File: src/rtl/image_op_scheduler_if.sv
// Requester and engine signal bundle for the frame-level operation scheduler.
// The scheduler connects through the slave modport; requesters and the engine use master.
interface image_op_scheduler_if #(
  parameter int unsigned NREQ = 4
) ();

  logic [NREQ-1:0]   req;
  logic [2*NREQ-1:0] req_op;
  logic [8*NREQ-1:0] req_value;
  logic [NREQ-1:0]   req_sign;
  logic [NREQ-1:0]   gnt;
  logic [NREQ-1:0]   ack;
  logic              ack_ok;

  logic              eng_start;
  logic              eng_abort;
  logic [1:0]        eng_op;
  logic [7:0]        eng_value;
  logic              eng_sign;
  logic              eng_hsync;
  logic              eng_done;

  modport master (
    output req, req_op, req_value, req_sign, eng_hsync, eng_done,
    input  gnt, ack, ack_ok, eng_start, eng_abort, eng_op, eng_value, eng_sign
  );

  modport slave (
    input  req, req_op, req_value, req_sign, eng_hsync, eng_done,
    output gnt, ack, ack_ok, eng_start, eng_abort, eng_op, eng_value, eng_sign
  );

endinterface

File: src/rtl/image_op_scheduler.sv
// Frame-level controller: round-robin arbitration of per-frame operation requests,
// engine configuration/start, and per-frame supervision by pixel count and watchdog.
module image_op_scheduler #(
  parameter int unsigned NREQ       = 4,
  parameter int unsigned WIDTH      = 768,
  parameter int unsigned HEIGHT     = 512,
  parameter int unsigned TIMEOUT    = 524288,
  parameter int unsigned GAP_CYCLES = 4
) (
  input  logic                 HCLK,
  input  logic                 HRESET,
  image_op_scheduler_if.slave  bus,
  output logic                 busy,
  output logic                 err_timeout,
  output logic                 err_len,
  input  logic                 err_clr,
  output logic [15:0]          frame_count
);

  localparam int unsigned IW   = $clog2(NREQ);
  localparam int unsigned PW   = 20;
  localparam int unsigned WW   = $clog2(TIMEOUT + 1);
  localparam int unsigned GW   = $clog2(GAP_CYCLES + 1);
  localparam int unsigned NPIX = WIDTH * HEIGHT;

  typedef enum logic [2:0] {
    IDLE,
    ARB,
    CFG,
    START,
    RUN,
    GAP
  } state_t;

  state_t          state;
  logic [IW-1:0]   rr_ptr;
  logic [IW-1:0]   owner;
  logic [PW-1:0]   pix_cnt;
  logic [WW-1:0]   wd_cnt;
  logic [GW-1:0]   gap_cnt;

  logic [1:0]      op_a    [NREQ];
  logic [7:0]      value_a [NREQ];
  logic            sign_a  [NREQ];

  logic            found;
  logic [IW-1:0]   pick;
  logic [IW-1:0]   cand;
  logic [PW-1:0]   pix_nxt;
  logic            frame_ok;
  logic            wd_expired;
  logic [IW-1:0]   next_ptr;

  // Per-requester views of the packed configuration buses.
  for (genvar g = 0; g < NREQ; g++) begin : g_unpack
    assign op_a[g]    = bus.req_op[2*g +: 2];
    assign value_a[g] = bus.req_value[8*g +: 8];
    assign sign_a[g]  = bus.req_sign[g];
  end

  // Round-robin search starting at rr_ptr.
  always_comb begin
    found = 1'b0;
    pick  = '0;
    cand  = '0;
    for (int unsigned i = 0; i < NREQ; i++) begin
      cand = IW'((32'(rr_ptr) + i) % NREQ);
      if (!found && bus.req[cand]) begin
        found = 1'b1;
        pick  = cand;
      end
    end
  end

  // The pixel seen on the done cycle counts toward the frame length.
  assign pix_nxt    = pix_cnt + PW'(bus.eng_hsync);
  assign frame_ok   = (pix_nxt == PW'(NPIX));
  assign wd_expired = (wd_cnt == WW'(TIMEOUT - 1));
  assign next_ptr   = (owner == IW'(NREQ - 1)) ? '0 : owner + IW'(1);

  always_ff @(posedge HCLK or posedge HRESET) begin
    if (HRESET) begin
      state         <= IDLE;
      rr_ptr        <= '0;
      owner         <= '0;
      pix_cnt       <= '0;
      wd_cnt        <= '0;
      gap_cnt       <= '0;
      busy          <= 1'b0;
      err_timeout   <= 1'b0;
      err_len       <= 1'b0;
      frame_count   <= '0;
      bus.gnt       <= '0;
      bus.ack       <= '0;
      bus.ack_ok    <= 1'b0;
      bus.eng_start <= 1'b0;
      bus.eng_abort <= 1'b0;
      bus.eng_op    <= '0;
      bus.eng_value <= '0;
      bus.eng_sign  <= 1'b0;
    end else begin
      bus.ack       <= '0;
      bus.ack_ok    <= 1'b0;
      bus.eng_start <= 1'b0;
      bus.eng_abort <= 1'b0;

      // Clear first so that a set event later in this cycle takes priority.
      if (err_clr) begin
        err_timeout <= 1'b0;
        err_len     <= 1'b0;
      end

      case (state)
        IDLE: begin
          if (|bus.req) begin
            state <= ARB;
            busy  <= 1'b1;
          end
        end

        ARB: begin
          if (found) begin
            owner         <= pick;
            bus.gnt       <= NREQ'(1) << pick;
            bus.eng_op    <= op_a[pick];
            bus.eng_value <= value_a[pick];
            bus.eng_sign  <= sign_a[pick];
            state         <= CFG;
          end else begin
            state <= IDLE;
            busy  <= 1'b0;
          end
        end

        CFG: begin
          bus.eng_start <= 1'b1;
          state         <= START;
        end

        START: begin
          pix_cnt <= '0;
          wd_cnt  <= '0;
          state   <= RUN;
        end

        RUN: begin
          pix_cnt <= pix_nxt;
          wd_cnt  <= wd_cnt + WW'(1);
          if (bus.eng_done) begin
            bus.ack    <= bus.gnt;
            bus.ack_ok <= frame_ok;
            bus.gnt    <= '0;
            if (frame_ok) begin
              frame_count <= frame_count + 16'd1;
            end else begin
              err_len <= 1'b1;
            end
            rr_ptr  <= next_ptr;
            gap_cnt <= '0;
            state   <= GAP;
          end else if (wd_expired) begin
            bus.eng_abort <= 1'b1;
            bus.ack       <= bus.gnt;
            bus.ack_ok    <= 1'b0;
            bus.gnt       <= '0;
            err_timeout   <= 1'b1;
            rr_ptr        <= next_ptr;
            gap_cnt       <= '0;
            state         <= GAP;
          end
        end

        GAP: begin
          if (gap_cnt == GW'(GAP_CYCLES - 1)) begin
            state <= IDLE;
            busy  <= 1'b0;
          end else begin
            gap_cnt <= gap_cnt + GW'(1);
          end
        end

        default: begin
          state <= IDLE;
          busy  <= 1'b0;
        end
      endcase
    end
  end

endmodule

File: src/flat_wrapper.sv
// flat-port wrapper written by rule: the top's interface ports become plain ports
module image_op_scheduler_flat 
#(
  parameter int unsigned NREQ       = 4,
  parameter int unsigned WIDTH      = 768,
  parameter int unsigned HEIGHT     = 512,
  parameter int unsigned TIMEOUT    = 524288,
  parameter int unsigned GAP_CYCLES = 4
)
  (HCLK, HRESET, busy, err_timeout, err_len, err_clr, frame_count, bus_req, bus_req_op, bus_req_value, bus_req_sign, bus_eng_hsync, bus_eng_done, bus_gnt, bus_ack, bus_ack_ok, bus_eng_start, bus_eng_abort, bus_eng_op, bus_eng_value, bus_eng_sign);
  image_op_scheduler_if #(.NREQ(NREQ)) bus_i ();
  input  logic HCLK;
  input  logic HRESET;
  output logic busy;
  output logic err_timeout;
  output logic err_len;
  input  logic err_clr;
  output logic [15:0] frame_count;
  input wire logic [$bits(bus_i.req)-1:0] bus_req;
  input wire logic [$bits(bus_i.req_op)-1:0] bus_req_op;
  input wire logic [$bits(bus_i.req_value)-1:0] bus_req_value;
  input wire logic [$bits(bus_i.req_sign)-1:0] bus_req_sign;
  input wire logic [$bits(bus_i.eng_hsync)-1:0] bus_eng_hsync;
  input wire logic [$bits(bus_i.eng_done)-1:0] bus_eng_done;
  output wire logic [$bits(bus_i.gnt)-1:0] bus_gnt;
  output wire logic [$bits(bus_i.ack)-1:0] bus_ack;
  output wire logic [$bits(bus_i.ack_ok)-1:0] bus_ack_ok;
  output wire logic [$bits(bus_i.eng_start)-1:0] bus_eng_start;
  output wire logic [$bits(bus_i.eng_abort)-1:0] bus_eng_abort;
  output wire logic [$bits(bus_i.eng_op)-1:0] bus_eng_op;
  output wire logic [$bits(bus_i.eng_value)-1:0] bus_eng_value;
  output wire logic [$bits(bus_i.eng_sign)-1:0] bus_eng_sign;
  assign bus_i.req = bus_req;
  assign bus_i.req_op = bus_req_op;
  assign bus_i.req_value = bus_req_value;
  assign bus_i.req_sign = bus_req_sign;
  assign bus_i.eng_hsync = bus_eng_hsync;
  assign bus_i.eng_done = bus_eng_done;
  assign bus_gnt = bus_i.gnt;
  assign bus_ack = bus_i.ack;
  assign bus_ack_ok = bus_i.ack_ok;
  assign bus_eng_start = bus_i.eng_start;
  assign bus_eng_abort = bus_i.eng_abort;
  assign bus_eng_op = bus_i.eng_op;
  assign bus_eng_value = bus_i.eng_value;
  assign bus_eng_sign = bus_i.eng_sign;
  image_op_scheduler #(.NREQ(NREQ), .WIDTH(WIDTH), .HEIGHT(HEIGHT), .TIMEOUT(TIMEOUT), .GAP_CYCLES(GAP_CYCLES)) u_core (.HCLK(HCLK), .HRESET(HRESET), .bus(bus_i), .busy(busy), .err_timeout(err_timeout), .err_len(err_len), .err_clr(err_clr), .frame_count(frame_count));
endmodule
File: config.mk
export PLATFORM = sky130hd
export DESIGN_NAME = image_op_scheduler_flat
export DESIGN_NICKNAME = d
export VERILOG_FILES = /design/src/rtl/image_op_scheduler_if.sv /design/src/rtl/image_op_scheduler.sv /design/src/flat_wrapper.sv
export SDC_FILE = /design/constraint.sdc
export NUM_CORES = 1
export LEC_CHECK = 0
export BUFFER_PORTS_ARGS = -buffer_cell sky130_fd_sc_hd__buf_2
export CAP_MARGIN = 0
export CELL_PAD_IN_SITES_DETAIL_PLACEMENT = 0
export CELL_PAD_IN_SITES_GLOBAL_PLACEMENT = 2
export CORE_AREA = 3 3 124 126
export CTS_BUF_LIST = sky130_fd_sc_hd__clkbuf_4 sky130_fd_sc_hd__clkbuf_8
export CTS_CLUSTER_SIZE = 20
export DETAILED_ROUTE_END_ITERATION = 12
export DIE_AREA = 0 0 127 129
export PLACE_DENSITY_LB_ADDON = 0.1
export RECOVER_POWER = 50
export SLEW_MARGIN = 20
export SYNTH_ARGS = -nofsm -noshare
export SYNTH_HDL_FRONTEND = slang
export SYNTH_SLANG_ARGS = --single-unit
File: constraint.sdc
create_clock -name HCLK -period 3.84 [get_ports HCLK]
set_clock_uncertainty 0.1 [all_clocks]
set_input_delay 0.768 -clock HCLK [delete_from_list [all_inputs] [get_ports HCLK]]
set_output_delay 0.768 -clock HCLK [all_outputs]
set_load 0.01 [all_outputs]
-- Word-level counts from Yosys, hierarchy flattened
Cells that the tools add are included.
- register bits: 91
- bits in writable memories: 0
- output and inout port bits: 41
- latch bits: 0
- memory bits (read-only): 0
- memories kept: 0
- divide/modulo/power cells: 0
- reduce and logical (&&, ||, !) cells: 20
- muxes and demuxes: 65
- order comparisons: 5
- add/sub/neg operators: 8
- multipliers: 0
- bitwise operators: 2
- shifts and indexed selects: 1
- equal/unequal tests: 15
- operators with widths (cell ; number):
    20-bit one-hot mux with 2 select lines ; 2
    20-bit by 19-bit == test with 1-bit output, second input constant ; 2
    1-bit two-way mux ; 27
    4-bit two-way mux ; 6
    3-bit two-way mux ; 7
    20-bit by 1-bit adder with 20-bit output ; 1
    20-bit by 1-bit adder with 20-bit output, second input constant ; 1
    2-bit two-way mux ; 10
    3-bit one-hot mux with 6 select lines ; 1
    16-bit by 1-bit adder with 16-bit output, second input constant ; 1
    8-bit binary-select mux with 2-bit select ; 1
    8-bit two-way mux ; 2
    2-bit by 3-bit less-than comparator with 1-bit output, second input constant ; 4
    3-bit AND reduction ; 4
    1-bit binary-select mux with 2-bit select ; 5
    3-bit by 2-bit == test with 1-bit output, second input constant ; 3
    4-bit one-hot mux with 2 select lines ; 1
    2-bit nonzero test ; 4
    3-bit == test, second input constant ; 2
    2-bit by 1-bit != test with 1-bit output, second input constant ; 3
    3-bit one-hot mux with 2 select lines ; 1
    2-bit by 1-bit adder with 2-bit output, second input constant ; 2
    2-bit adder, second input constant ; 2
    2-bit binary-select mux with 2-bit select ; 1
    other kinds (17) ; 23

-- Longest topological paths before layout
- word-level depth: 16
- gate-level depth with buffers: 12
- mapped depth without buffers: 9

-- Least setup slack after synthesis
No wires, ideal clock.
- kind: in2reg
- start: input bus_eng_hsync
- end: register u_core.frame_count[1]
- slack: 0.439 ns
- data arrival time: 3.176 ns
- library setup time: 0.125 ns
- stages: 10
- path through: ha_1 ha_1 nand4_1 clkbuf_1 or4_4 a2111oi_0 and4bb_1 buf_6 nand3_2 mux2_4
- cells in the longest elaborated chain, start to end: 3
- RTL lines (item ; line ; RTL):
    start: declaration ; flat_wrapper.sv:23 ; input wire logic [$bits(bus_i.eng_hsync)-1:0] bus_eng_hsync;
    20-bit by 1-bit adder with 20-bit output ; image_op_scheduler.sv:76 ; assign pix_nxt = pix_cnt + PW'(bus.eng_hsync);
    20-bit by 19-bit == test with 1-bit output ; image_op_scheduler.sv:77 ; assign frame_ok = (pix_nxt == PW'(NPIX));
    3-bit AND reduction (no line) ; -- ;
    end signal: assignment ; image_op_scheduler.sv:154 ; frame_count <= frame_count + 16'd1;
    end: declaration ; image_op_scheduler.sv:17 ; output logic [15:0] frame_count
No other way between the ends.
A chain may end at the register's enable or synchronous reset.

-- Worst setup path in the final report
- start: input bus_eng_hsync
- end: register u_core.frame_count[8]
Same word-level chain as after synthesis.

==> results.cfg <==
[grt]
grt_start_max_net_pins = 39
antenna_found_initial = 0
grtUsageTotal_pct = 15.4
grt_pass1_wl_um = 20800
grt_overflow = 0
grt_pass1_vias = 4240

[sta]
max_slew.worst_pin.slew_ps = 1810
fmaxAchievable_ghz = 0.299
fin_crit_sh_pct = 87.1
period_minus_slack_ps = 3350
finalMaxSlewViolations = 39
rsz0062_at_grt = no
setup_viol = 0
max_slew_margin_pct = -21.3
hold_violations = 0
finalHoldWorstSlack_ps = 379
setup_tns_ps = 0

[placed_design]
port_buffers = 93
dp_hpwl_um = 8490
gp_congestion = 0.782

[clock_network]
clock_latency_ps = 370
cts_resized = 0
path_clk_slew_ps = 90
cts_tree = done
cts_root_buffer = clkbuf_8
clk_path_buf_depth = 2
h-tree-depth = 3
cts_num_sinks = 91
ctsHoldBuffers = 0
cts-buffers-inserted = 9
cts_setup_buffers = 0

[final_layout]
areaGrowthSynthToFinish_pct = 16.6
post-route-util_pct = 40.4
nets = 700
multi_input_area_um2 = 2510
diodes = 0
nFillCells = 1503
drive_above_1_share_pct = 20.8
seqCellArea_um2 = 2280

[min_path]
hold_path.class = flop to flop
hold_end = u_core.frame_count[15]$_DFFE_PP0P_
whs_path_depth = 1
hold_start = u_core.frame_count[15]$_DFFE_PP0P_

[synth]
syn_area_um2 = 5000
synth_edf_count = 0
syn_inst = 552
synth_top_family_by_area = simple AND/OR/NAND/NOR gates
yosys.area_share.simple_pct = 21.6
synthFlopType = dfrtp_1
syn-num-nets = 612
synth.top_cells.by_count = 91 x dfrtp_1, 75 x o21ai_0, 70 x nand2_1, 32 x nor2_1, 26 x clkbuf_1
synth-async-reset-ratio_pct = 100
synth_seq_cells = 91
synth_area_leaders = dfrtp_1 46%, o21ai_0 7.5%, nand2_1 5.3%
synth_fa_ha_area_share_pct = 1.75
ys_warn_count = 0
synth_top_area_cell = dfrtp_1
synth_compound_area_share_pct = 17.0
synthDistinctLibCells = 57
yosys.area_share.xor_xnor_pct = 3.51
avgSynthCellArea_um2 = 9.05
synth.mux.area_fraction_pct = 6.06
synth_top_area_share_pct = 45.6
yosysSeqAreaShare_pct = 45.6
yosysMostFrequentCell = dfrtp_1

[worst_setup_path]
cp_slowest_cell = or4_4
critPathCaptureType = flop
reg2reg_to = u_core.frame_count[8]$_DFFE_PP0P_
crit-reg2reg-launch = u_core.pix_cnt[0]$_DFFE_PP0P_
critical_path.max_fanout = 15
r2r_cells = 9
cpLargestDelayFamily = simple AND/OR/NAND/NOR gates
cp.arrival_ps = 3500
r2r_slack_ps = 600
cp_slowest_stage_delay_ps = 600
start_kind = primary input
cp.required_ps = 3990
crit_chain = buf_2 > ha_1 > ha_1 > nand4_1 > or4_4 > a2111oi_0 > and4bb_1 > buf_4 > nand4_1 > xnor2_1
critPathBufInv = 2
critPathKind = primary input to flop

[floorplan]
row_count = 44
start_util_pct = 34.6
io-pin-count = 94
die_area_um2 = 16400
core_um2 = 14400
die_h_um = 129
fp.dieW_um = 127

[outcome]
violations = max-capacitance violations, max-slew violations
status = finished, violations left

[detailed_routing]
viasPerCell = 5.23
vias = 4339
wire_per_inst_um = 14.7
drtPass1Iterations = 4
drt_iter0_drc = 224
drc_errors = 0
wirelength_um = 12100
final_antenna_net_count = 0

[power_and_ir_drop]
peakVddDrop_mv = 0.237
total_power_mw = 2.77
p_per_area_nw_per_um2 = 476
p_leak_nw = 2.74

[flow_run]
maxCapViolations = 2
power breakdown:
group	internal, mW	switching (mW)
registers	1.11	0.126
clock network	0.258	0.353
logic	0.350	0.573
stage by stage:
stage / setup slack [ps] / instances / area [µm²]
floorplan: 439 / 552 / 5000
global placement: 199 / 813 / 5680
detailed placement: 151 / 813 / 5680
CTS: 554 / 829 / 5860
global route: 300 / 829 / 5830
finish: 493 / 829 / 5830
sequential cells by signal (all words and copies together) (netlist names), 2 cells and up:
| signal | count |
|---|---|
| u_core.state | 3 |
| u_core.gap_cnt | 3 |
| u_core.rr_ptr | 2 |
| u_core.bus.ack | 4 |
| u_core.pix_cnt | 20 |
| u_core.bus.eng_op | 2 |
| u_core.bus.eng_value | 8 |
| u_core.frame_count | 16 |
| u_core.wd_cnt | 20 |
| u_core.bus.gnt | 4 |
| u_core.owner | 2 |
layout by cell type, fill, tap and decap left out, types with 2 or more instances in the layout:
master / netlist / layout
a31oi_1: 6 / 6
o41ai_1: 2 / 2
ha_1: 7 / 7
a21oi_1: 16 / 16
nor2_1: 32 / 32
clkbuf_1: 26 / 19
o32ai_1: 3 / 3
and3_1: 21 / 21
o31ai_1: 10 / 10
nand4_1: 22 / 22
a22oi_1: 2 / 2
a22o_1: 3 / 3
nor3_2: 1 / 2
mux2i_1: 13 / 13
a21o_1: 6 / 6
o21ai_0: 75 / 75
a2111oi_0: 2 / 2
and2_1: 5 / 5
mux2_2: 14 / 14
buf_2: 3 / 76
xor2_1: 2 / 2
or4_1: 3 / 3
clkinv_2: 0 / 4
or2_2: 2 / 2
nand3_1: 23 / 23
and4_1: 5 / 5
nor3_1: 6 / 5
buf_4: 1 / 15
o211ai_1: 5 / 5
inv_1: 19 / 18
xnor2_1: 18 / 18
o22ai_1: 8 / 7
dfrtp_1: 91 / 91
clkbuf_8: 0 / 10
nand2_1: 70 / 70
nand3b_1: 2 / 2
nor4_1: 4 / 4
or3_1: 3 / 3
metal layers:
layer | share of wire, % | wire length, µm | track usage (%)
met1 | 48 | 5790 | 21.1
met2 | 47 | 5670 | 25.0
met3 | 4.6 | 556 | 2.91
met4 | 1.0 | 127 | 4.16
met5 | 0 | 0 | 0
kinds of logic (layout without fill, tap and decap cells):
kind of cell | after synthesis | after routing
multiplexers | 28 | 28
adder cells (fa/ha/maj) | 7 | 7
AND/OR/NAND/NOR | 210 | 210
buffers and inverters | 52 | 145
flip-flops | 91 | 91
AO/OA/AOI/OAI | 144 | 144
XOR/XNOR | 20 | 20
layout make-up:
cell class                      count  share of cell area [%]
Sequential cell                    91                    39.1
Clock buffer                       11                    2.49
Clock inverter                      5                   0.494
Inverter                           19                    1.25
Timing Repair Buffer              110                    9.68
Multi-Input combinational cell    409                    43.1
Tap cell                          184                    3.95
worst max-delay path by stage:
| stage | cells after the start | startpoint | to | slack, ps |
|---|---|---|---|---|
| finish | 10 | bus_eng_hsync | u_core.frame_count[8]$_DFFE_PP0P_ | 490 |
| global route | 3 | HRESET | u_core.wd_cnt[8]$_DFFE_PP0P_ | 300 |
| CTS | 10 | bus_eng_hsync | u_core.frame_count[8]$_DFFE_PP0P_ | 550 |
| detailed placement | 10 | bus_eng_hsync | u_core.frame_count[8]$_DFFE_PP0P_ | 150 |
| global placement | 10 | bus_eng_hsync | u_core.frame_count[4]$_DFFE_PP0P_ | 200 |
| floorplan | 10 | bus_eng_hsync | u_core.frame_count[1]$_DFFE_PP0P_ | 440 |
No activity file was read; power rests on OpenSTA's default activity.
